### src/rtl/seg_pkg.sv
// rtl/seg_pkg.sv - segment encoding table and output polarity helper
package seg_pkg;

  localparam logic [6:0] SEG_OFF = 7'h00;

  // Active-high segment pattern, bit6 = a ... bit0 = g.
  function automatic logic [6:0] hex_to_seg(input logic [3:0] h);
    logic [6:0] s;
    case (h)
      4'h0: s = 7'h7E;
      4'h1: s = 7'h30;
      4'h2: s = 7'h6D;
      4'h3: s = 7'h79;
      4'h4: s = 7'h33;
      4'h5: s = 7'h5B;
      4'h6: s = 7'h5F;
      4'h7: s = 7'h70;
      4'h8: s = 7'h7F;
      4'h9: s = 7'h7B;
      4'hA: s = 7'h77;
      4'hB: s = 7'h1F;
      4'hC: s = 7'h4E;
      4'hD: s = 7'h3D;
      4'hE: s = 7'h4F;
      default: s = 7'h47;
    endcase
    return s;
  endfunction

  function automatic logic pol_bit(input logic active_low, input logic b);
    return b ^ active_low;
  endfunction

endpackage

### src/rtl/tick_gen.sv
// rtl/tick_gen.sv - enabled modulo-DIV counter with terminal-count tick
module tick_gen #(
  parameter int DIV = 4,
  localparam int W = (DIV > 1) ? $clog2(DIV) : 1
) (
  input  logic         clk,
  input  logic         rst,
  input  logic         en,
  output logic [W-1:0] cnt,
  output logic         tick
);

  logic [W-1:0] cnt_q;
  logic [W-1:0] cnt_d;

  assign tick = en && (int'(cnt_q) == DIV - 1);
  assign cnt  = cnt_q;

  always_comb begin
    cnt_d = cnt_q;
    if (tick) begin
      cnt_d = '0;
    end else if (en) begin
      cnt_d = cnt_q + 1'b1;
    end
  end

  always_ff @(posedge clk) begin
    if (rst) begin
      cnt_q <= '0;
    end else begin
      cnt_q <= cnt_d;
    end
  end

endmodule

### src/rtl/seg_scan_mux.sv
// rtl/seg_scan_mux.sv - N-digit seven-segment scanner with frame snapshots,
// leading-zero blanking, blink and anti-ghosting guard
module seg_scan_mux import seg_pkg::*; #(
  parameter int NDIGITS      = 8,
  parameter int CLK_DIV      = 500,
  parameter int GUARD        = 2,
  parameter int BLINK_FRAMES = 64,
  parameter int ACTIVE_LOW   = 1
) (
  input  logic                 clk,
  input  logic                 Rst,
  input  logic [4*NDIGITS-1:0] data,
  input  logic [NDIGITS-1:0]   dp_in,
  input  logic [NDIGITS-1:0]   blink_mask,
  input  logic                 blank_lz,
  output logic [NDIGITS-1:0]   an,
  output logic [6:0]           sev_out,
  output logic                 dp,
  output logic                 frame_tick
);

  localparam int   DW = (NDIGITS > 1) ? $clog2(NDIGITS) : 1;
  localparam int   CW = (CLK_DIV > 1) ? $clog2(CLK_DIV) : 1;
  localparam int   FW = (BLINK_FRAMES > 1) ? $clog2(BLINK_FRAMES) : 1;
  localparam logic AL = (ACTIVE_LOW != 0);

  logic [CW-1:0] div_cnt;
  logic          slot_tick;
  logic [FW-1:0] frame_cnt;
  logic          blink_toggle;
  logic          frame_wrap;
  logic          unused_frame_cnt;

  logic [DW-1:0]        digit_idx_q, digit_idx_d;
  logic                 blink_phase_q, blink_phase_d;
  logic                 first_q, first_d;
  logic [4*NDIGITS-1:0] snap_data_q, snap_data_d;
  logic [NDIGITS-1:0]   snap_dp_q, snap_dp_d;
  logic [NDIGITS-1:0]   snap_blink_q, snap_blink_d;
  logic                 snap_lz_q, snap_lz_d;
  logic [NDIGITS-1:0]   an_q, an_d;
  logic [6:0]           sev_q, sev_d;
  logic                 dp_q, dp_d;
  logic                 frame_tick_q, frame_tick_d;

  tick_gen #(.DIV(CLK_DIV)) u_slot_div (
    .clk (clk),
    .rst (Rst),
    .en  (1'b1),
    .cnt (div_cnt),
    .tick(slot_tick)
  );

  tick_gen #(.DIV(BLINK_FRAMES)) u_frame_div (
    .clk (clk),
    .rst (Rst),
    .en  (frame_wrap),
    .cnt (frame_cnt),
    .tick(blink_toggle)
  );

  assign frame_wrap       = slot_tick && (int'(digit_idx_q) == NDIGITS - 1);
  assign unused_frame_cnt = ^frame_cnt;

  always_comb begin
    digit_idx_d = digit_idx_q;
    if (slot_tick) begin
      digit_idx_d = frame_wrap ? '0 : digit_idx_q + 1'b1;
    end
    blink_phase_d = blink_phase_q ^ blink_toggle;
    first_d       = 1'b0;
    frame_tick_d  = frame_wrap;
    snap_data_d   = snap_data_q;
    snap_dp_d     = snap_dp_q;
    snap_blink_d  = snap_blink_q;
    snap_lz_d     = snap_lz_q;
    if (first_q || frame_wrap) begin
      snap_data_d  = data;
      snap_dp_d    = dp_in;
      snap_blink_d = blink_mask;
      snap_lz_d    = blank_lz;
    end
  end

  // The snapshot registers are still empty on the first cycle after reset,
  // so that cycle reads the live inputs that are being captured.
  logic [4*NDIGITS-1:0] cur_data;
  logic [NDIGITS-1:0]   cur_dp, cur_blink, an_lg;
  logic                 cur_lz, dp_sel, blink_sel, lz_sel, blank, guard, dp_lg;
  logic [NDIGITS:1]     zero_from;
  logic [3:0]           nib;
  logic [6:0]           seg_lg;

  always_comb begin
    cur_data  = first_q ? data       : snap_data_q;
    cur_dp    = first_q ? dp_in      : snap_dp_q;
    cur_blink = first_q ? blink_mask : snap_blink_q;
    cur_lz    = first_q ? blank_lz   : snap_lz_q;

    zero_from = '1;
    for (int i = NDIGITS - 1; i >= 1; i--) begin
      zero_from[i] = zero_from[i+1] && (cur_data[4*i +: 4] == 4'h0);
    end

    nib       = 4'h0;
    dp_sel    = 1'b0;
    blink_sel = 1'b0;
    lz_sel    = 1'b0;
    an_lg     = '0;
    for (int i = 0; i < NDIGITS; i++) begin
      if (digit_idx_q == DW'(i)) begin
        nib       = cur_data[4*i +: 4];
        dp_sel    = cur_dp[i];
        blink_sel = cur_blink[i];
        an_lg[i]  = 1'b1;
      end
    end
    for (int i = 1; i < NDIGITS; i++) begin
      if (digit_idx_q == DW'(i)) begin
        lz_sel = zero_from[i];
      end
    end

    guard  = int'(div_cnt) < GUARD;
    blank  = (lz_sel && cur_lz) || (blink_sel && blink_phase_q);
    seg_lg = (guard || blank) ? SEG_OFF : hex_to_seg(nib);
    dp_lg  = !guard && !blank && dp_sel;
    if (guard) begin
      an_lg = '0;
    end

    for (int i = 0; i < NDIGITS; i++) begin
      an_d[i] = pol_bit(AL, an_lg[i]);
    end
    for (int i = 0; i < 7; i++) begin
      sev_d[i] = pol_bit(AL, seg_lg[i]);
    end
    dp_d = pol_bit(AL, dp_lg);
  end

  always_ff @(posedge clk) begin
    if (Rst) begin
      digit_idx_q   <= '0;
      blink_phase_q <= 1'b0;
      first_q       <= 1'b1;
      snap_data_q   <= '0;
      snap_dp_q     <= '0;
      snap_blink_q  <= '0;
      snap_lz_q     <= 1'b0;
      an_q          <= {NDIGITS{AL}};
      sev_q         <= {7{AL}};
      dp_q          <= AL;
      frame_tick_q  <= 1'b0;
    end else begin
      digit_idx_q   <= digit_idx_d;
      blink_phase_q <= blink_phase_d;
      first_q       <= first_d;
      snap_data_q   <= snap_data_d;
      snap_dp_q     <= snap_dp_d;
      snap_blink_q  <= snap_blink_d;
      snap_lz_q     <= snap_lz_d;
      an_q          <= an_d;
      sev_q         <= sev_d;
      dp_q          <= dp_d;
      frame_tick_q  <= frame_tick_d;
    end
  end

  assign an         = an_q;
  assign sev_out    = sev_q;
  assign dp         = dp_q;
  assign frame_tick = frame_tick_q;

endmodule

### config.mk
export PLATFORM = sky130hd
export DESIGN_NAME = seg_scan_mux
export DESIGN_NICKNAME = d
export VERILOG_FILES = /design/src/rtl/seg_pkg.sv /design/src/rtl/tick_gen.sv /design/src/rtl/seg_scan_mux.sv
export SDC_FILE = /design/constraint.sdc
export NUM_CORES = 1
export LEC_CHECK = 0
export ABC_AREA = 1
export BUFFER_PORTS_ARGS = -buffer_cell sky130_fd_sc_hd__buf_2
export CAP_MARGIN = 0
export CELL_PAD_IN_SITES_DETAIL_PLACEMENT = 1
export CELL_PAD_IN_SITES_GLOBAL_PLACEMENT = 2
export CORE_UTILIZATION = 31
export CTS_CLUSTER_DIAMETER = 120
export CTS_CLUSTER_SIZE = 12
export DETAILED_ROUTE_END_ITERATION = 7
export PLACE_DENSITY = 0.9
export SYNTH_ARGS = -nofsm -noshare
export SYNTH_HDL_FRONTEND = slang
export SYNTH_SLANG_ARGS = --single-unit
### constraint.sdc
create_clock -name clk -period 3 [get_ports clk]
set_input_delay 0.3 -clock clk [delete_from_list [all_inputs] [get_ports clk]]
set_output_delay 0.3 -clock clk [all_outputs]
set_load 0.02 [all_outputs]
==> metrics.cfg, run 1 <==
[cts]
htreeDepth = 3
cts_made_buffers = 9
cts_buffer_depth = 2
cts_resized = 0
clock_latency_ns = 0.35
clk_pin_slew_worst_paths_ns = 0.06
cts_tree = yes
cts.sink_count = 86
cts_setup_buffers = 0
ctsHoldBuffers = 0
root_buffer = clkbuf_16

[floorplan]
fp.dieH_um = 123
pin_count = 68
design.core.area_mm2 = 0.0141
initial_utilization = 0.322
die_w_um = 123
die-area_mm2 = 0.0151
num_rows = 43

[timing]
setup_ws_ns = 0.423
skew_ns = 0.00652
relSlewSlack = 0.659
fmax_ghz = 0.388
hold_violations = 0
fin_crit_sh = 0.859
rsz0062_at_grt = false
slew_violations = 0
worst_slew_pin_slew_ns = 0.512
fin_setup_tns_ns = 0
setup_viol = 0
finalCriticalPeriod_ns = 2.58

[cells_and_area]
num-fill-cells = 1898
nNetsFinal = 815
area_growth_pct = 16.5
multi_input_comb_area_mm2 = 0.00236
diodes = 0
design_area_mm2 = 0.00529
drive_gt1_frac = 0.147
stdcell_count = 935
register_area_mm2 = 0.00172

[pwr]
powerDensity_mw_per_mm2 = 518
p_leak_nw = 2.52
peakVddDrop_v = 0.000265
power_w = 0.00274

[global_routing]
grt_pass1_wl_um = 21900
grt_overflow = 0
antenna_found_initial = 0
grt_max_degree = 45
grtUsageTotal = 0.189
grt_pass1_vias = 4517

[critical_path]
crit_required_ns = 3.23
worstSetupPathType = flop to flop
crit_fanout = 8
cpMostUsedCell = nand2_1
critPathLaunchType = flop
crit_path_top_delay_cell = dfxtp_1
r2r-end = sev_out[0]$_SDFF_PP1_
arrival_ns = 2.80
crit_chain = inv_1 -> ha_1 -> nand2_1 -> inv_1 -> a21oi_1 -> nand2_1 -> nand2_1 -> nand2_1 -> nand2_1 -> inv_1 -> ha_1 -> inv_1 -> nand3_1 -> nand2_1 -> nor2_1 -> nor2_1 -> nand2_1
r2r_slack_ns = 0.42
critPathCaptureType = flop
reg2reg_depth = 17
cpPeakStageDelay_ns = 0.37
reg2reg_from = digit_idx_q[0]$_SDFFE_PP0P_

[detailed_routing]
dr.first_iter.drc_count = 181
via_per_inst = 4.84
first_pass_iters = 4
routedWlPerCell_um = 14.2
ant_nets = 0
routed_wl_um = 13300
vias = 4524
drc_errors = 0

[logic_synthesis]
avgSynthCellArea_um2 = 6.57
ys_seq_elements = 86
ys_types = 33
synth_top_area_cell = dfxtp_1
yosys_warnings = 0
synth_edf_count = 0
synth.area.top_cells = dfxtp_1 (38%), nand2_1 (17%), o21ai_0 (7.9%)
synth-main-ff-cell = dfxtp_1
synth_top_area_share = 0.379
synth_cells = 692
syn-num-nets = 757
syn_area_mm2 = 0.00454
ys_async_sr_fraction = 0
ys_seq_area_frac = 0.379

[status]
status = finished, final reports clean

[placed_design]
hpwl_um = 9910
place_area_mm2 = 0.00499
place_inst = 919
io_buffers = 67
post-place-ws_ns = 0.447
place_congestion = 0.818

[run]
drv_cap = 0

[worst_hold_path]
worstHoldStart = data[25]
hp-class = input port to flop
min_path_cells = 3
min_to = snap_data_q[25]$_SDFFE_PP0P_

[stage by stage]
stage	hold slack, ns	utilization
floorplan	0.328	-
global placement	0.432	0.354
detailed placement	0.445	0.354
CTS	0.200	0.375
global route	0.202	0.375
finish	0.204	0.375
[synthesized netlist by cell type (2+ instances only)]
| cell | n |
|---|---|
| o21ai_1 | 6 |
| buf_4 | 2 |
| o211ai_1 | 3 |
| ha_1 | 14 |
| nand4_1 | 3 |
| nor2_1 | 78 |
| or2_2 | 2 |
| nand2_2 | 7 |
| nand3_1 | 30 |
| nand2_1 | 206 |
| nor3_1 | 5 |
| buf_2 | 8 |
| nor4_1 | 5 |
| xor2_1 | 3 |
| clkbuf_2 | 2 |
| o21ai_0 | 72 |
| nor2_2 | 2 |
| clkbuf_1 | 9 |
| dfxtp_1 | 86 |
| inv_1 | 72 |
| a21oi_1 | 53 |
| a211oi_1 | 3 |
| buf_6 | 6 |
| inv_2 | 6 |
[worst max path at each step]
stage,startpoint,to,slack [ns],depth (start not counted)
6_report,digit_idx_q[0]$_SDFFE_PP0P_,sev_out[0]$_SDFF_PP1_,0.42,17
5_1_grt,digit_idx_q[0]$_SDFFE_PP0P_,sev_out[0]$_SDFF_PP1_,0.13,14
4_1_cts,digit_idx_q[0]$_SDFFE_PP0P_,sev_out[0]$_SDFF_PP1_,0.39,17
3_5_place_dp,digit_idx_q[0]$_SDFFE_PP0P_,sev_out[0]$_SDFF_PP1_,0.45,17
3_3_place_gp,digit_idx_q[0]$_SDFFE_PP0P_,sev_out[0]$_SDFF_PP1_,0.54,17
2_1_floorplan,digit_idx_q[0]$_SDFFE_PP0P_,sev_out[1]$_SDFF_PP1_,0.87,19
[report_power, final]
part	leakage, nW	switching (W)	internal (W)
registers	0.708	0.0000264	0.00120
logic	1.66	0.000238	0.000121
clock network	0.152	0.000466	0.000687
[cell type report]
type | count | area share
Clock buffer | 12 | 0.0485
Inverter | 78 | 0.0553
Sequential cell | 86 | 0.325
Timing Repair Buffer | 74 | 0.0733
Clock inverter | 4 | 0.00851
Tap cell | 180 | 0.0426
Multi-Input combinational cell | 501 | 0.446
[routing by layer]
layer / wire (um) / vias up / track usage / part of all wire
li1: - / 2312 / - / -
met1: 6380 / 2138 / 0.246 / 0.48
met2: 6350 / 63 / 0.314 / 0.48
met3: 414 / 11 / 0.0406 / 0.031
met4: 155 / 0 / 0.0512 / 0.012
met5: 0 / - / 0 / 0
[registers in the layout (all words and copies together) (netlist names), 3 cells and up]
signal,cells
snap_dp_q,8
snap_data_q,32
sev_out,7
digit_idx_q,3
snap_blink_q,8
u_frame_div.cnt,6
u_slot_div.cnt,9
an,8
[cell usage in the layout, fill, tap and decap left out, drive strengths merged, types with 2 or more instances in the layout]
cell type | synthesis | final
a21oi | 54 | 54
xor2 | 3 | 3
or2 | 2 | 2
inv | 78 | 78
nor2 | 81 | 81
ha | 14 | 14
a211oi | 3 | 3
clkinv | 0 | 3
o21ai | 79 | 79
nor3 | 5 | 5
nand4 | 3 | 3
nor4 | 6 | 6
o211ai | 3 | 3
nand3 | 30 | 30
buf | 16 | 74
dfxtp | 86 | 86
clkbuf | 11 | 12
nand2 | 213 | 213
[critical path: cells and delay by family (launching register included)]
kind	cells	cell delay (ns)
simple gates	10	0.92
buf+inv	4	0.50
fa+ha+maj	2	0.46
flops	1	0.37
compound gates	1	0.21
[cells by family after synthesis]
group                      synth area share
and+or+nand+nor                       0.312
buffers and inverters                 0.101
adders and majority gates            0.0386
DFF                                   0.379
AOI/OAI and AO/OA                     0.162
xor gates and xnor gates            0.00771
(Power assumes the default switching activity.)
==> run 2: changes to the inputs <==
Settings changed: ABC_AREA 1 to 0, CORE_UTILIZATION 31 to 34.
==> metrics.cfg, run 2 <==
[critical_path]
critPathLaunchType = flop
r2r-end = sev_out[5]$_SDFF_PP1_
worstSetupPathType = flop to flop
critPathCaptureType = flop
crit_fanout = 6  ; -2
crit_required_ns = 3.24  ; about the same
r2r_slack_ns = 0.13  ; -0.29 ns
reg2reg_from = digit_idx_q[1]$_SDFFE_PP0P_
arrival_ns = 3.11  ; +0.31 ns
reg2reg_depth = 12  ; -5

[timing]
relSlewSlack = 0.219  ; -0.440
fin_crit_sh = 0.957  ; +0.0976
fin_setup_tns_ns = 0  ; unchanged
finalCriticalPeriod_ns = 2.87  ; +0.293 ns
skew_ns = 0.0123  ; +0.00575 ns
fmax_ghz = 0.348  ; -10%
hold_violations = 0  ; unchanged
setup_viol = 0  ; unchanged
worst_slew_pin_slew_ns = 1.17  ; +0.657 ns
slew_violations = 0  ; unchanged

[detailed_routing]
routed_wl_um = 13000  ; -2.3%
drc_errors = 0  ; unchanged
dr.first_iter.drc_count = 166  ; -8.3%
routedWlPerCell_um = 16.6  ; +17%
via_per_inst = 5.24  ; +8.3%
ant_nets = 0  ; unchanged
first_pass_iters = 4  ; unchanged
vias = 4099  ; -9.4%

[cts]
htreeDepth = 3  ; unchanged
root_buffer = clkbuf_16
cts.sink_count = 86  ; unchanged
clock_latency_ns = 0.36  ; about the same
clk_pin_slew_worst_paths_ns = 0.06  ; about the same
cts_tree = yes
ctsHoldBuffers = 0  ; unchanged
cts_buffer_depth = 2  ; unchanged
cts_made_buffers = 9  ; unchanged

[logic_synthesis]
synth.area.top_cells = dfxtp_1 (38%), nand2_1 (9.9%), mux2i_1 (8.7%)
ys_types = 63  ; +91%
synth_top_cells_by_count = nand2_1 (119), dfxtp_1 (86), a21oi_1 (61)
synth_mux_area_frac = 0.120  ; +0.120
synth_top_area_share = 0.383  ; +0.00379
avgSynthCellArea_um2 = 8.30  ; +26%
synth_edf_count = 0  ; unchanged
synth-xor-area-share = 0.0253  ; +0.0176
syn_area_mm2 = 0.00450  ; -0.99%
synth_cells = 542  ; -22%
ys_async_sr_fraction = 0  ; unchanged
ys_seq_area_frac = 0.383  ; +0.00379
ys_seq_elements = 86  ; unchanged
yosys_warnings = 0  ; unchanged
synthSimpleGateAreaFrac = 0.215  ; -0.0970
synth_top_family_by_area = simple AND/OR/NAND/NOR gates
syn-num-nets = 607  ; -20%
synth_adder_area_share = 0.0389  ; +0.000386
synth.most_common_cell = nand2_1
synth_compound_area_frac = 0.164  ; +0.00245
synth-main-ff-cell = dfxtp_1
synth_top_area_cell = dfxtp_1

[cells_and_area]
final_util = 0.418  ; +0.0425
final_cell_mix = nand2_1 (117), dfxtp_1 (85), buf_2 (67), a21oi_1 (61), mux2i_1 (39)
diodes = 0  ; unchanged
nNetsFinal = 670  ; -18%
layout.cells.most_common = nand2_1
area_growth_pct = 18.7
largest_register = snap_data_q
drive_gt1_frac = 0.223  ; +0.0759
largest_register_ffs = 32  ; unchanged

[global_routing]
grt_pass1_vias = 4230  ; -6.4%
grt_overflow = 0  ; unchanged
grtUsageTotal = 0.203  ; +0.0148
antenna_found_initial = 0  ; unchanged
grt_pass1_wl_um = 21100  ; -3.9%
grt_max_degree = 61  ; +36%

[placed_design]
io_buffers = 67  ; unchanged
hpwl_um = 9570  ; -3.5%
place_congestion = 0.856  ; +4.6%

[worst_hold_path]
worstHoldStart = dp_in[5]
min_path_cells = 3  ; unchanged
min_to = snap_dp_q[5]$_SDFFE_PP0P_
hp-class = input port to flop

[pwr]
peakVddDrop_v = 0.000271  ; +2.0%
power_w = 0.00263  ; -4.0%
p_leak_nw = 2.17  ; -14%
powerDensity_mw_per_mm2 = 493  ; -4.8%

[floorplan]
pin_count = 68  ; unchanged
die-area_mm2 = 0.0137  ; -9.6%
num_rows = 41  ; -4.7%
fp.dieH_um = 117  ; -4.9%
initial_utilization = 0.352  ; +0.0298
die_w_um = 117  ; -4.9%
design.core.area_mm2 = 0.0128  ; -9.4%

[status]
status = finished, final reports clean

[run]
drv_cap = 0  ; unchanged

run 2: cell count changes in the layout (fill, tap and decap cells not counted), moves of 5 or more:
cell      previous run  this run
nand2_1            206       117
o21ai_0             72         6
inv_1               72         9
nor2_1              78        32
mux2i_1              0        39
nand3_1             30        13
buf_4                7        23
mux2_2               0        10
a21oi_1             53        61
nand2b_1             0         6
xor2_1               3         9
inv_2                6         1
nand2_2              7         2
o22ai_1              0         5
run 2: cells by family (layout without fill, tap and decap cells):
family / count (synthesis) / count (layout)
AO/OA/AOI/OAI: 115 / 115
buffers and inverters: 48 / 116
AND/OR/NAND/NOR: 214 / 214
multiplexers: 52 / 52
XOR/XNOR: 13 / 13
adder cells (fa/ha/maj): 14 / 14
flip-flops: 86 / 86
run 2: final cells by class:
cell class | instances | area (um^2)
fill | 1545 | 7440
inverter | 10 | 37.5
sequential | 86 | 1720
clock buffer | 13 | 250
clock inverter | 3 | 20.0
multi-input combinational | 408 | 2580
tap | 172 | 215
timing repair buffer | 90 | 508
run 2: per-stage QoR:
step | setup slack (ns) | hold slack [ns] | cells | instance area (um^2)
finish | 0.130 | 0.192 | 782 | 5340
global route | -0.0111 | 0.195 | 782 | 5340
CTS | 0.0605 | 0.189 | 781 | 5300
detailed placement | 0.0966 | 0.443 | 765 | 5020
global placement | 0.209 | 0.434 | 765 | 5020
floorplan | 0.120 | 0.328 | 542 | 4510
run 2: worst max-delay path by stage:
stage	startpoint	endpoint	slack [ns]	cells after the start
6_report	digit_idx_q[1]$_SDFFE_PP0P_	sev_out[5]$_SDFF_PP1_	0.13	12
3_3_place_gp	digit_idx_q[0]$_SDFFE_PP0P_	sev_out[0]$_SDFF_PP1_	0.21	11
5_1_grt	digit_idx_q[0]$_SDFFE_PP0P_	sev_out[0]$_SDFF_PP1_	-0.01	10
3_5_place_dp	digit_idx_q[0]$_SDFFE_PP0P_	sev_out[5]$_SDFF_PP1_	0.1	12
2_1_floorplan	digit_idx_q[2]$_SDFFE_PP0P_	sev_out[0]$_SDFF_PP1_	0.12	12
4_1_cts	digit_idx_q[0]$_SDFFE_PP0P_	sev_out[5]$_SDFF_PP1_	0.06	12
run 2: repair_timing:
item / in CTS / in global routing
endpoints found under the hold margin: 0 / 0
setup buffers: 0 / 1
setup endpoints to repair: 0 / 4
resized for setup: 0 / 10
run 2: worst max-delay path: stages, from the launching register on:
cell and delay, ns:
dfxtp_1 0.39, inv_1 0.11, ha_1 0.21, or3b_4 0.42
o22ai_1 0.18, nor2_1 0.07, a211oi_2 0.26, o221ai_2 0.16
buf_4 0.16, ha_1 0.28, and3b_1 0.19, a211oi_1 0.24
o21ai_1 0.09
run 2: layer usage:
layer  part of all wire  global-route usage
met1               0.44               0.243
met2               0.50               0.356
met3              0.045              0.0541
met4              0.016              0.0616
met5                  0                   0
run 2: power by group:
group | switching [W] | internal [W] | leakage (nW)
clock | 0.000459 | 0.000583 | 0.126
combinational | 0.000210 | 0.000151 | 1.34
sequential | 0.0000331 | 0.00119 | 0.705
total | 0.000703 | 0.00193 | 2.17
==> run 3: changes to the inputs <==
Settings changed: CORE_ASPECT_RATIO set to 1.2, REMOVE_ABC_BUFFERS set to 1, SETUP_SLACK_MARGIN set to 0.2.
==> metrics.cfg, run 3 (same netlist as run 2, synthesis figures left out) <==
[pwr]
peakVddDrop_v = 0.000289  ; +6.7%
p_leak_nw = 2.27  ; +4.6%
power_w = 0.00298  ; +13%
powerDensity_mw_per_mm2 = 534  ; +8.4%
power_frac_clock = 0.464  ; +0.068
combPwrFrac = 0.125  ; -0.013
cellInternalPower_w = 0.00225  ; +17%
netSwitchingFraction = 0.245  ; -0.0222
pwr-share-seq = 0.411  ; -0.055
power_switching_w = 0.000731  ; +3.9%

[cells_and_area]
area_growth_pct = 24.1
num-fill-cells = 1502  ; -2.8%
nNetsFinal = 680  ; +1.5%
final_cell_mix = nand2_1 (117), dfxtp_1 (83), buf_2 (67), a21oi_1 (61), mux2i_1 (39)
diodes = 0  ; unchanged
stdcell_count = 784  ; +0.26%
largest_register_ffs = 32  ; unchanged
largest_register = snap_data_q
design_area_mm2 = 0.00558  ; +4.6%
drive_gt1_frac = 0.261  ; +0.0383
layout.cells.most_common = nand2_1

[critical_path]
reg2reg_from = digit_idx_q[0]$_SDFFE_PP0P_
critPathLaunchType = flop
reg2reg_depth = 12  ; unchanged
crit_required_ns = 3.22  ; -0.02 ns
crit_fanout = 5  ; -1
arrival_ns = 2.93  ; -0.18 ns
critPathCaptureType = flop
r2r-end = sev_out[5]$_SDFF_PP1_
r2r_slack_ns = 0.29  ; +0.16 ns
worstSetupPathType = flop to flop

[placed_design]
place_congestion = 0.854  ; -0.14%
place_inst = 764  ; -0.13%
hpwl_um = 9820  ; +2.6%
post-place-ws_ns = 0.0490  ; -0.0476 ns
io_buffers = 67  ; unchanged
place_area_mm2 = 0.00506  ; +0.72%

[timing]
relSlewSlack = 0.567  ; +0.348
fin_crit_sh = 0.903  ; -0.0533
slew_violations = 0  ; unchanged
hold_violations = 0  ; unchanged
whs_ns = 0.202  ; +0.0106 ns
worst_slew_pin_slew_ns = 0.649  ; -0.519 ns
fmax_ghz = 0.369  ; +5.9%
finalCriticalPeriod_ns = 2.71  ; -0.160 ns
setup_ws_ns = 0.290  ; +0.160 ns
setup_viol = 0  ; unchanged
skew_ns = 0.0102  ; -0.00204 ns
rsz0062_at_grt = true

[floorplan]
pin_count = 68  ; unchanged
initial_utilization = 0.352  ; about the same
fp.dieH_um = 128  ; +9.4%
num_rows = 45  ; +9.8%
design.core.area_mm2 = 0.0128  ; about the same
die_w_um = 107  ; -8.6%
die-area_mm2 = 0.0137  ; about the same

[global_routing]
antenna_found_initial = 0  ; unchanged
grt_pass1_vias = 4496  ; +6.3%
grt_pass1_wl_um = 22400  ; +6.6%
grt_max_degree = 61  ; unchanged
grt_overflow = 0  ; unchanged
grtUsageTotal = 0.211  ; +0.00756

[cts]
cts_made_buffers = 9  ; unchanged
root_buffer = clkbuf_16
ctsHoldBuffers = 0  ; unchanged
clk_pin_slew_worst_paths_ns = 0.07  ; about the same
cts.sink_count = 86  ; unchanged
clock_latency_ns = 0.35  ; about the same
cts_tree = yes
htreeDepth = 3  ; unchanged
cts_buffer_depth = 2  ; unchanged

[worst_hold_path]
min_to = snap_blink_q[4]$_SDFFE_PP0P_
worstHoldStart = blink_mask[4]
min_path_cells = 3  ; unchanged
hp-class = input port to flop

[detailed_routing]
routedWlPerCell_um = 17.3  ; +4.2%
routed_wl_um = 13600  ; +4.4%
ant_nets = 0  ; unchanged
vias = 4175  ; +1.9%
via_per_inst = 5.33  ; +1.6%
drc_errors = 0  ; unchanged
dr.first_iter.drc_count = 131  ; -21%
first_pass_iters = 4  ; unchanged

[run]
drv_cap = 0  ; unchanged

[status]
status = finished, final reports clean

-- run 3: cell count changes in the layout (fill, tap and decap cells not counted), sizes merged --
cell / change
buf: +10
clkbuf: -4
bufinv: +4
inv: +1
clkinv: -1
-- run 3: final cells by class --
type	instances	area, um^2	area share
clock buffers	9	225	0.0403
multi-input cells	408	2650	0.474
well taps	164	205	0.0368
clock inverters	7	144	0.0258
flip-flops and latches	86	1730	0.310
inverters	10	40.0	0.00717
repair buffers	100	587	0.105
-- run 3: timing repair --
action,in CTS,in global routing
pin swaps,3,4
gates resized for setup,14,18
endpoints found under the setup margin,4,6
gates cloned,0,0
buffers inserted,1,3
-- run 3: through the flow --
step / TNS [ns] / util
after global routing: 0 / 0.437
after global placement: 0 / 0.396
final: 0 / 0.437
after CTS: 0 / 0.429
after detailed placement: 0 / 0.396
after floorplan: -31.09 / -
-- run 3: worst max path at each step --
stage                                      startpoint  slack, ns                     to
after floorplan                       first_q$_DFF_P_      -1.06  sev_out[0]$_SDFF_PP1_
after global placement    digit_idx_q[0]$_SDFFE_PP0P_       0.16  sev_out[3]$_SDFF_PP1_
after detailed placement  digit_idx_q[0]$_SDFFE_PP0P_       0.05  sev_out[3]$_SDFF_PP1_
after CTS                 digit_idx_q[0]$_SDFFE_PP0P_       0.21  sev_out[0]$_SDFF_PP1_
after global routing      digit_idx_q[0]$_SDFFE_PP0P_       0.17  sev_out[5]$_SDFF_PP1_
final                     digit_idx_q[0]$_SDFFE_PP0P_       0.29  sev_out[5]$_SDFF_PP1_
-- run 3: critical path, stage by stage, from the launching register on --
cell      delay (ns)
dfxtp_4         0.37
inv_4           0.07
ha_4            0.16
nand2_1         0.12
nand2_1         0.12
o22ai_1         0.07
or4b_1          0.53
o221ai_2        0.27
buf_4           0.16
ha_1            0.21
and3b_1         0.19
a211oi_2        0.21
o21ai_1         0.09
-- run 3: power groups by stage --
stage          Clock (W)  Combinational (W)  Sequential [W]
2_1_floorplan          0           0.000186         0.00127
3_3_place_gp           0           0.000344         0.00125
3_5_place_dp           0           0.000356         0.00125
4_1_cts          0.00142           0.000366         0.00123
5_1_grt          0.00146           0.000413         0.00123
6_report         0.00138           0.000373         0.00123
-- run 3: routing by layer --
| metal | global-route usage | up-vias | share of wire |
|---|---|---|---|
| li1 | - | 2041 | - |
| met1 | 0.248 | 2030 | 0.42 |
| met2 | 0.378 | 78 | 0.52 |
| met3 | 0.0330 | 26 | 0.031 |
| met4 | 0.0886 | 0 | 0.027 |
| met5 | 0 | - | 0 |
